`src/rtl/rf_pkg.sv`:
```
// Shared register-file definitions: default widths and the write-port record
// used by everything that talks to the register file write port.
package rf_pkg;

  localparam int RF_ADDR_W = 5;
  localparam int RF_DATA_W = 32;
  localparam int RF_NREGS  = 32;

  // One register file write: enable, destination, payload.
  typedef struct packed {
    logic                 we;
    logic [RF_ADDR_W-1:0] addr;
    logic [RF_DATA_W-1:0] data;
  } rf_wr_t;

endpackage

```
`src/rtl/rf_wb_arbiter_if.sv`:
```
// Bus bundle between WB stage / MDU / scoreboard users and the write-port
// arbiter. The arbiter connects through the slave modport; the pipeline side
// (or a testbench) uses master.
//
// Handshake: an MDU result transfers at a rising clk_i edge when
// mdu_valid_i && mdu_ready_o are both high. mdu_valid_i may be raised
// regardless of mdu_ready_o; the payload must be held stable until the
// transfer edge. WB writes have no handshake: while stall_o is high the
// write is ignored and must be presented again on the next cycle.
interface rf_wb_arbiter_if
  import rf_pkg::*;
#(
  parameter int ADDR_W = RF_ADDR_W,
  parameter int DATA_W = RF_DATA_W
);

  logic                   wb_we_i;
  logic [ADDR_W-1:0]      wb_addr_i;
  logic [DATA_W-1:0]      wb_data_i;
  logic                   mdu_valid_i;
  logic                   mdu_ready_o;
  logic [ADDR_W-1:0]      mdu_addr_i;
  logic [DATA_W-1:0]      mdu_data_i;
  logic                   issue_i;
  logic [ADDR_W-1:0]      issue_addr_i;
  logic                   stall_o;
  logic [2**ADDR_W-1:0]   busy_o;
  logic                   rf_we_o;
  logic [ADDR_W-1:0]      rf_addr_o;
  logic [DATA_W-1:0]      rf_data_o;

  modport slave (
    input  wb_we_i, wb_addr_i, wb_data_i,
    input  mdu_valid_i, mdu_addr_i, mdu_data_i,
    input  issue_i, issue_addr_i,
    output mdu_ready_o, stall_o, busy_o,
    output rf_we_o, rf_addr_o, rf_data_o
  );

  modport master (
    output wb_we_i, wb_addr_i, wb_data_i,
    output mdu_valid_i, mdu_addr_i, mdu_data_i,
    output issue_i, issue_addr_i,
    input  mdu_ready_o, stall_o, busy_o,
    input  rf_we_o, rf_addr_o, rf_data_o
  );

endinterface

```
`src/rtl/rf_wb_fifo.sv`:
```
// Small in-order queue of MDU results. Each entry carries a live bit so a
// younger WB write to the same register can kill it without reordering;
// killed entries still drain through the head like any other.
module rf_wb_fifo
  import rf_pkg::*;
#(
  parameter int DEPTH  = 2,
  parameter int ADDR_W = RF_ADDR_W,
  parameter int DATA_W = RF_DATA_W
) (
  input  logic              clk_i,
  input  logic              rst_i,
  input  logic              push_i,
  input  logic [ADDR_W-1:0] push_addr_i,
  input  logic [DATA_W-1:0] push_data_i,
  input  logic              pop_i,
  input  logic              squash_i,
  input  logic [ADDR_W-1:0] squash_addr_i,
  output logic              full_o,
  output logic              empty_o,
  output logic [ADDR_W-1:0] head_addr_o,
  output logic [DATA_W-1:0] head_data_o,
  output logic              head_live_o
);

  localparam int PTR_W = $clog2(DEPTH);
  localparam int CNT_W = PTR_W + 1;
  localparam logic [PTR_W-1:0] PTR_ONE = PTR_W'(1);
  localparam logic [CNT_W-1:0] CNT_ONE = CNT_W'(1);

  logic [ADDR_W-1:0] addr_mem [DEPTH];
  logic [DATA_W-1:0] data_mem [DEPTH];
  logic              live_mem [DEPTH];
  logic [PTR_W-1:0]  wr_ptr, rd_ptr;
  logic [CNT_W-1:0]  count;

  assign full_o      = (count == CNT_W'(DEPTH));
  assign empty_o     = (count == '0);
  assign head_addr_o = addr_mem[rd_ptr];
  assign head_data_o = data_mem[rd_ptr];
  assign head_live_o = live_mem[rd_ptr];

  // Pointers wrap naturally (power-of-two depth); occupancy tracks push/pop.
  always_ff @(posedge clk_i or posedge rst_i) begin
    if (rst_i) begin
      wr_ptr <= '0;
      rd_ptr <= '0;
      count  <= '0;
    end else begin
      if (push_i) wr_ptr <= wr_ptr + PTR_ONE;
      if (pop_i)  rd_ptr <= rd_ptr + PTR_ONE;
      case ({push_i, pop_i})
        2'b10:   count <= count + CNT_ONE;
        2'b01:   count <= count - CNT_ONE;
        default: count <= count;
      endcase
    end
  end

  // Entry storage: squash kills matching entries; a same-edge push lands live.
  always_ff @(posedge clk_i) begin
    for (int i = 0; i < DEPTH; i++) begin
      if (squash_i && (addr_mem[i] == squash_addr_i)) live_mem[i] <= 1'b0;
    end
    if (push_i) begin
      addr_mem[wr_ptr] <= push_addr_i;
      data_mem[wr_ptr] <= push_data_i;
      live_mem[wr_ptr] <= 1'b1;
    end
  end

endmodule

```
`src/rtl/rf_wb_arbiter.sv`:
```
// Register-file write-port arbiter: pipeline WB has priority, MDU results
// queue and drain on idle WB cycles, and a starvation guard stalls WB for one
// cycle to force a drain. Optional pending-write scoreboard is built only
// when RF_WB_SCOREBOARD_EN is defined; otherwise busy_o is tied to zero.
module rf_wb_arbiter
  import rf_pkg::*;
#(
  parameter int ADDR_W     = RF_ADDR_W,
  parameter int DATA_W     = RF_DATA_W,
  parameter int FIFO_DEPTH = 2,
  parameter int STARVE_MAX = 4
) (
  input logic           clk_i,
  input logic           rst_i,
  rf_wb_arbiter_if.slave bus
);

  localparam int CNT_W = $clog2(STARVE_MAX + 1);

  logic              fifo_full, fifo_empty, head_live;
  logic [ADDR_W-1:0] head_addr;
  logic [DATA_W-1:0] head_data;
  logic              push, pop, wb_sel, squash;
  logic              stall_q;
  logic [CNT_W-1:0]  starve_cnt, starve_next;

  assign bus.mdu_ready_o = !fifo_full && !rst_i;
  assign push   = bus.mdu_valid_i && bus.mdu_ready_o;
  assign wb_sel = !stall_q && bus.wb_we_i;
  assign pop    = !fifo_empty && !wb_sel;
  assign squash = wb_sel && (bus.wb_addr_i != '0);
  assign bus.stall_o = stall_q;

  rf_wb_fifo #(
    .DEPTH (FIFO_DEPTH),
    .ADDR_W(ADDR_W),
    .DATA_W(DATA_W)
  ) u_fifo (
    .clk_i        (clk_i),
    .rst_i        (rst_i),
    .push_i       (push),
    .push_addr_i  (bus.mdu_addr_i),
    .push_data_i  (bus.mdu_data_i),
    .pop_i        (pop),
    .squash_i     (squash),
    .squash_addr_i(bus.wb_addr_i),
    .full_o       (fifo_full),
    .empty_o      (fifo_empty),
    .head_addr_o  (head_addr),
    .head_data_o  (head_data),
    .head_live_o  (head_live)
  );

  // Write-port mux: WB wins unless stalled, else the FIFO head; r0 never writes.
  always_comb begin
    bus.rf_we_o   = 1'b0;
    bus.rf_addr_o = head_addr;
    bus.rf_data_o = head_data;
    if (rst_i) begin
      bus.rf_we_o = 1'b0;
    end else if (wb_sel) begin
      bus.rf_we_o   = (bus.wb_addr_i != '0);
      bus.rf_addr_o = bus.wb_addr_i;
      bus.rf_data_o = bus.wb_data_i;
    end else if (pop) begin
      bus.rf_we_o = head_live && (head_addr != '0);
    end
  end

  // Starvation count: consecutive cycles with queued data that did not drain.
  always_comb begin
    starve_next = '0;
    if (!stall_q && !pop && !fifo_empty) starve_next = starve_cnt + CNT_W'(1);
  end

  // Stall fires for one cycle right after the count reaches its limit.
  always_ff @(posedge clk_i or posedge rst_i) begin
    if (rst_i) begin
      starve_cnt <= '0;
      stall_q    <= 1'b0;
    end else begin
      starve_cnt <= starve_next;
      stall_q    <= (starve_next == CNT_W'(STARVE_MAX));
    end
  end

`ifdef RF_WB_SCOREBOARD_EN
  logic [2**ADDR_W-1:0] busy_q, busy_set, busy_clr;

  // Issue marks a destination pending; its pop (live or dead) retires it.
  always_comb begin
    busy_set = '0;
    busy_clr = '0;
    if (bus.issue_i && (bus.issue_addr_i != '0)) busy_set[bus.issue_addr_i] = 1'b1;
    if (pop) busy_clr[head_addr] = 1'b1;
  end

  // Set is applied after clear so a same-cycle re-issue keeps the flag.
  always_ff @(posedge clk_i or posedge rst_i) begin
    if (rst_i) busy_q <= '0;
    else       busy_q <= (busy_q & ~busy_clr) | busy_set;
  end

  assign bus.busy_o = busy_q;
`else
  logic unused_sb;
  assign unused_sb  = ^{bus.issue_i, bus.issue_addr_i};
  assign bus.busy_o = '0;
`endif

endmodule

```
`src/flat_wrapper.sv`:
```
// flat-port wrapper written by rule: the top's interface ports become plain ports
module rf_wb_arbiter_flat import rf_pkg::*;
#(
  parameter int ADDR_W     = RF_ADDR_W,
  parameter int DATA_W     = RF_DATA_W,
  parameter int FIFO_DEPTH = 2,
  parameter int STARVE_MAX = 4
)
  (clk_i, rst_i, bus_wb_we_i, bus_wb_addr_i, bus_wb_data_i, bus_mdu_valid_i, bus_mdu_addr_i, bus_mdu_data_i, bus_issue_i, bus_issue_addr_i, bus_mdu_ready_o, bus_stall_o, bus_busy_o, bus_rf_we_o, bus_rf_addr_o, bus_rf_data_o);
  rf_wb_arbiter_if #(.ADDR_W(ADDR_W), .DATA_W(DATA_W)) bus_i ();
  input logic clk_i;
  input logic rst_i;
  input wire logic [$bits(bus_i.wb_we_i)-1:0] bus_wb_we_i;
  input wire logic [$bits(bus_i.wb_addr_i)-1:0] bus_wb_addr_i;
  input wire logic [$bits(bus_i.wb_data_i)-1:0] bus_wb_data_i;
  input wire logic [$bits(bus_i.mdu_valid_i)-1:0] bus_mdu_valid_i;
  input wire logic [$bits(bus_i.mdu_addr_i)-1:0] bus_mdu_addr_i;
  input wire logic [$bits(bus_i.mdu_data_i)-1:0] bus_mdu_data_i;
  input wire logic [$bits(bus_i.issue_i)-1:0] bus_issue_i;
  input wire logic [$bits(bus_i.issue_addr_i)-1:0] bus_issue_addr_i;
  output wire logic [$bits(bus_i.mdu_ready_o)-1:0] bus_mdu_ready_o;
  output wire logic [$bits(bus_i.stall_o)-1:0] bus_stall_o;
  output wire logic [$bits(bus_i.busy_o)-1:0] bus_busy_o;
  output wire logic [$bits(bus_i.rf_we_o)-1:0] bus_rf_we_o;
  output wire logic [$bits(bus_i.rf_addr_o)-1:0] bus_rf_addr_o;
  output wire logic [$bits(bus_i.rf_data_o)-1:0] bus_rf_data_o;
  assign bus_i.wb_we_i = bus_wb_we_i;
  assign bus_i.wb_addr_i = bus_wb_addr_i;
  assign bus_i.wb_data_i = bus_wb_data_i;
  assign bus_i.mdu_valid_i = bus_mdu_valid_i;
  assign bus_i.mdu_addr_i = bus_mdu_addr_i;
  assign bus_i.mdu_data_i = bus_mdu_data_i;
  assign bus_i.issue_i = bus_issue_i;
  assign bus_i.issue_addr_i = bus_issue_addr_i;
  assign bus_mdu_ready_o = bus_i.mdu_ready_o;
  assign bus_stall_o = bus_i.stall_o;
  assign bus_busy_o = bus_i.busy_o;
  assign bus_rf_we_o = bus_i.rf_we_o;
  assign bus_rf_addr_o = bus_i.rf_addr_o;
  assign bus_rf_data_o = bus_i.rf_data_o;
  rf_wb_arbiter #(.ADDR_W(ADDR_W), .DATA_W(DATA_W), .FIFO_DEPTH(FIFO_DEPTH), .STARVE_MAX(STARVE_MAX)) u_core (.clk_i(clk_i), .rst_i(rst_i), .bus(bus_i));
endmodule
```
`config.mk`:
```
export PLATFORM = sky130hd
export DESIGN_NAME = rf_wb_arbiter_flat
export DESIGN_NICKNAME = d
export VERILOG_FILES = /design/src/rtl/rf_pkg.sv /design/src/rtl/rf_wb_arbiter_if.sv /design/src/rtl/rf_wb_fifo.sv /design/src/rtl/rf_wb_arbiter.sv /design/src/flat_wrapper.sv
export SDC_FILE = /design/constraint.sdc
export NUM_CORES = 1
export LEC_CHECK = 0
export CAP_MARGIN = 20
export CORE_ASPECT_RATIO = 0.9
export CORE_MARGIN = 2
export CORE_UTILIZATION = 48
export CTS_BUF_LIST = sky130_fd_sc_hd__clkbuf_2
export DETAILED_ROUTE_END_ITERATION = 12
export GPL_ROUTABILITY_DRIVEN = 0
export PLACE_DENSITY = 0.95
export SYNTH_ARGS = -nofsm -noshare
export SYNTH_HDL_FRONTEND = slang
export SYNTH_SLANG_ARGS = --single-unit
```
`constraint.sdc`:
```
create_clock -name clk_i -period 5.15 [get_ports clk_i]
set_clock_uncertainty 0.2 [all_clocks]
set_input_delay 0.7725 -clock clk_i [delete_from_list [all_inputs] [get_ports clk_i]]
set_output_delay 0.7725 -clock clk_i [all_outputs]
set_load 0.1 [all_outputs]
```
==> impl_metrics.env <==
export IMPL_yosysWarnings=0
export IMPL_pwr_share_comb=0.499
export IMPL_ys_ff_latch=84
export IMPL_clk_latency_ns=0.49
export IMPL_cp_slowest_cell="clkdlybuf4s50_1"
export IMPL_r2r_start="u_core.u_fifo.count[0]"
export IMPL_hold_depth=1
export IMPL_avgRoutedWirePerCell_um=14.1
export IMPL_power_frac_seq=0.362
export IMPL_dieArea_um2=8670
export IMPL_cp_cell_sequence="clkdlybuf4s50_1, or4_1, o21ai_2, a21oi_1, clkdlybuf4s50_1"
export IMPL_worst_path_most_repeated_cell="clkdlybuf4s50_1"
export IMPL_root_buffer="clkbuf_2"
export IMPL_route_antenna_remaining_nets=0
export IMPL_synth_top_family_by_area="multiplexers"
export IMPL_yosys_area_share_adder=0.00656
export IMPL_clockBufferDepth=2
export IMPL_holdPathEnd="u_core.starve_cnt[0]"
export IMPL_synth_area_um2=3810
export IMPL_synth_simple_area_share=0.0660
export IMPL_dr_pass1_iters=4
export IMPL_grt_pass1_vias=2345
export IMPL_drcViolationCount=0
export IMPL_worstPathArrival_ns=3.06
export IMPL_hp_class="flop to flop"
export IMPL_num_antenna_cells=0
export IMPL_max_freq_mhz=248
export IMPL_grt_usage=0.167
export IMPL_coreArea_um2=7620
export IMPL_regArea_um2=2460
export IMPL_tightest_slew_ns=0.969
export IMPL_synthCells=292
export IMPL_tns_ns=0
export IMPL_finalCritPeriodShare=0.783
export IMPL_vias=2481
export IMPL_area_growth_pct=31.4
export IMPL_required_ns=4.18
export IMPL_status="completed"
export IMPL_ys_seq_area_frac=0.646
export IMPL_start_kind="input pin"
export IMPL_rr_worst_depth=3
export IMPL_vdd_drop_max_uv=314
export IMPL_fin_nets=496
export IMPL_cts_setup_buffers=0
export IMPL_rsz0062_at_grt="false"
export IMPL_slowest_delay_ns=0.97
export IMPL_maxSlewViolCount=0
export IMPL_holdWs_ns=0.266
export IMPL_layout_drive_gt1_share=0.150
export IMPL_swShare=0.486
export IMPL_tritoncts="built"
export IMPL_antenna_found_initial=0
export IMPL_synth_compound_area_frac=0.0607
export IMPL_cts_resized_gates=0
export IMPL_drv_cap=0
export IMPL_final_core_util=0.657
export IMPL_fillerInstances=558
export IMPL_synth_xor_area_frac=0.0368
export IMPL_wl_mm=7.20
export IMPL_slew_headroom=0.352
export IMPL_clkPwrFrac=0.138
export IMPL_final_min_clock_period_ns=4.03
export IMPL_start_util=0.500
export IMPL_row_count=30
export IMPL_chipHeight_um=88.5
export IMPL_r2r_end="u_core.u_fifo.data_mem[1][18]"
export IMPL_syn_area_per_cell_um2=13.1
export IMPL_worstPathBufferInverterCount=2
export IMPL_multiInputGateArea_um2=1160
export IMPL_dpl_cell_count=494
export IMPL_min_from="u_core.starve_cnt[0]"
export IMPL_dp_final_hpwl_mm=5.15
export IMPL_vias_per_cell=4.86
export IMPL_p_per_area_nw_per_um2=521
export IMPL_path_clk_slew_ns=0.20
export IMPL_muxShareOfSynthArea=0.100
export IMPL_htree_levels=3
export IMPL_grt_pass1_wl_mm=11.1
export IMPL_pin_count=156
export IMPL_cts_hold_buf=0
export IMPL_dieWidth_um=97.9
export IMPL_ff2ff_setup_slack_ns=2.98
export IMPL_cts_buffers=9
export IMPL_hold_violations=0
export IMPL_cp_end_kind="output port"
export IMPL_grt_max_degree=39
export IMPL_drt_iter0_drc=82
export IMPL_path_class="input pin to output port"
export IMPL_crit_fanout=4
export IMPL_finalSetupViolations=0
export IMPL_cts_num_sinks=84
export IMPL_intPower_mw=1.34
export IMPL_io_buffers=117
export IMPL_yosys_cell_types_count=30
export IMPL_grt_overflow_total=0
export IMPL_p_leak_nw=1.95
export IMPL_totalPowerFinal_mw=2.61
export IMPL_p_sw_mw=1.27
export IMPL_critPathTopFamily="buffers and inverters"
export IMPL_layout_cells_non_filler=510
## sequential cells by signal, indices dropped and copies added (netlist names)
signal and cells:
u_core.u_fifo.data_mem 64, u_core.u_fifo.addr_mem 10, u_core.u_fifo.rd_ptr 1, u_core.u_fifo.count 2, u_core.u_fifo.wr_ptr 1, u_core.u_fifo.live_mem 2, u_core.starve_cnt 3, u_core.bus.stall_o 1
## cells in the mapped netlist
cell / number / area share
nand4_1: 1 / 0.0016
xnor2_1: 10 / 0.023
mux2_2: 1 / 0.0030
dfrtp_1: 8 / 0.053
o21ai_0: 38 / 0.050
ha_1: 2 / 0.0066
edfxtp_1: 74 / 0.58
o21ai_2: 1 / 0.0023
or4_1: 1 / 0.0020
clkbuf_2: 2 / 0.0026
clkbuf_1: 2 / 0.0020
nor2b_1: 1 / 0.0016
buf_2: 8 / 0.011
nor4_1: 2 / 0.0033
conb_1: 1 / 0.00098
and3_1: 2 / 0.0033
o21ai_1: 1 / 0.0013
nand2_1: 39 / 0.038
a21oi_1: 2 / 0.0026
o41ai_1: 2 / 0.0046
mux2i_1: 37 / 0.097
nor2_1: 8 / 0.0079
nand3_1: 2 / 0.0026
buf_4: 33 / 0.065
and2_1: 1 / 0.0016
inv_1: 3 / 0.0030
nand3b_1: 1 / 0.0020
xor2_1: 6 / 0.014
nand2b_1: 1 / 0.0016
dfxtp_1: 2 / 0.011
## layout make-up
type	instances	area share
Inverter	3	0.00225
Sequential cell	84	0.492
Tap cell	96	0.0240
Timing Repair Buffer	121	0.225
Clock buffer	9	0.00899
Clock inverter	6	0.0160
Multi-Input combinational cell	191	0.232
## stage by stage
stage,setup slack [ns],instance area [µm²]
floorplan,0.211,3930
global placement,1.11,4860
detailed placement,1.12,4860
CTS,1.06,4980
global route,0.987,5010
finish,1.12,5010
## placed cells by master, fill, tap and decap left out, drive strengths merged, types with 3 or more instances in the layout
cell type      instances
o21ai                 40
inv                    3
dfrtp                  8
clkinv                 4
edfxtp                74
clkdlybuf4s50         80
buf                   41
mux2i                 37
nand2                 39
clkbuf                 9
conb                  32
xnor2                 10
nor2                   8
xor2                   6
## worst max path at each step
stage,startpoint,to,depth (start not counted)
5_1_grt,u_core.u_fifo.rd_ptr,bus_rf_we_o,4
4_1_cts,u_core.u_fifo.rd_ptr,bus_rf_we_o,4
6_report,bus_wb_addr_i[2],bus_rf_we_o,5
3_5_place_dp,bus_wb_we_i,bus_rf_we_o,6
2_1_floorplan,rst_i,u_core.u_fifo.addr_mem[0][0],3
3_3_place_gp,bus_wb_addr_i[2],bus_rf_we_o,5
## routing by layer
metal  vias to the layer above  routed length (µm)  global-route usage
met5                         -                   0                   0
met4                         0                 138              0.0669
met3                        14                 547              0.0506
met2                       108                3650               0.291
met1                      1137                2870               0.198
li1                       1222                   -                   -
## worst reg2reg max path, cell delays in order, from the launching register on
cell	delay (ns)
dfrtp_1	0.47
inv_1	0.06
a21oi_1	0.23
and3_2	0.85
## power by group through the flow
stage / combinational, mW / clock, mW / sequential (mW)
2_1_floorplan: 1.10 / 0 / 0.907
3_3_place_gp: 1.28 / 0 / 0.959
3_5_place_dp: 1.30 / 0 / 0.964
4_1_cts: 1.30 / 0.372 / 0.949
5_1_grt: 1.36 / 0.403 / 0.960
6_report: 1.30 / 0.361 / 0.945
## cell families (layout without fill, tap and decap cells)
logic type,after synthesis,count (layout)
buffers and inverters,48,139
DFF,84,84
other,1,32
muxes,38,38
xor gates and xnor gates,16,16
adders and majority gates,2,2
AOI/OAI and AO/OA,44,44
and+or+nand+nor,59,59
(Power assumes the default switching activity.)
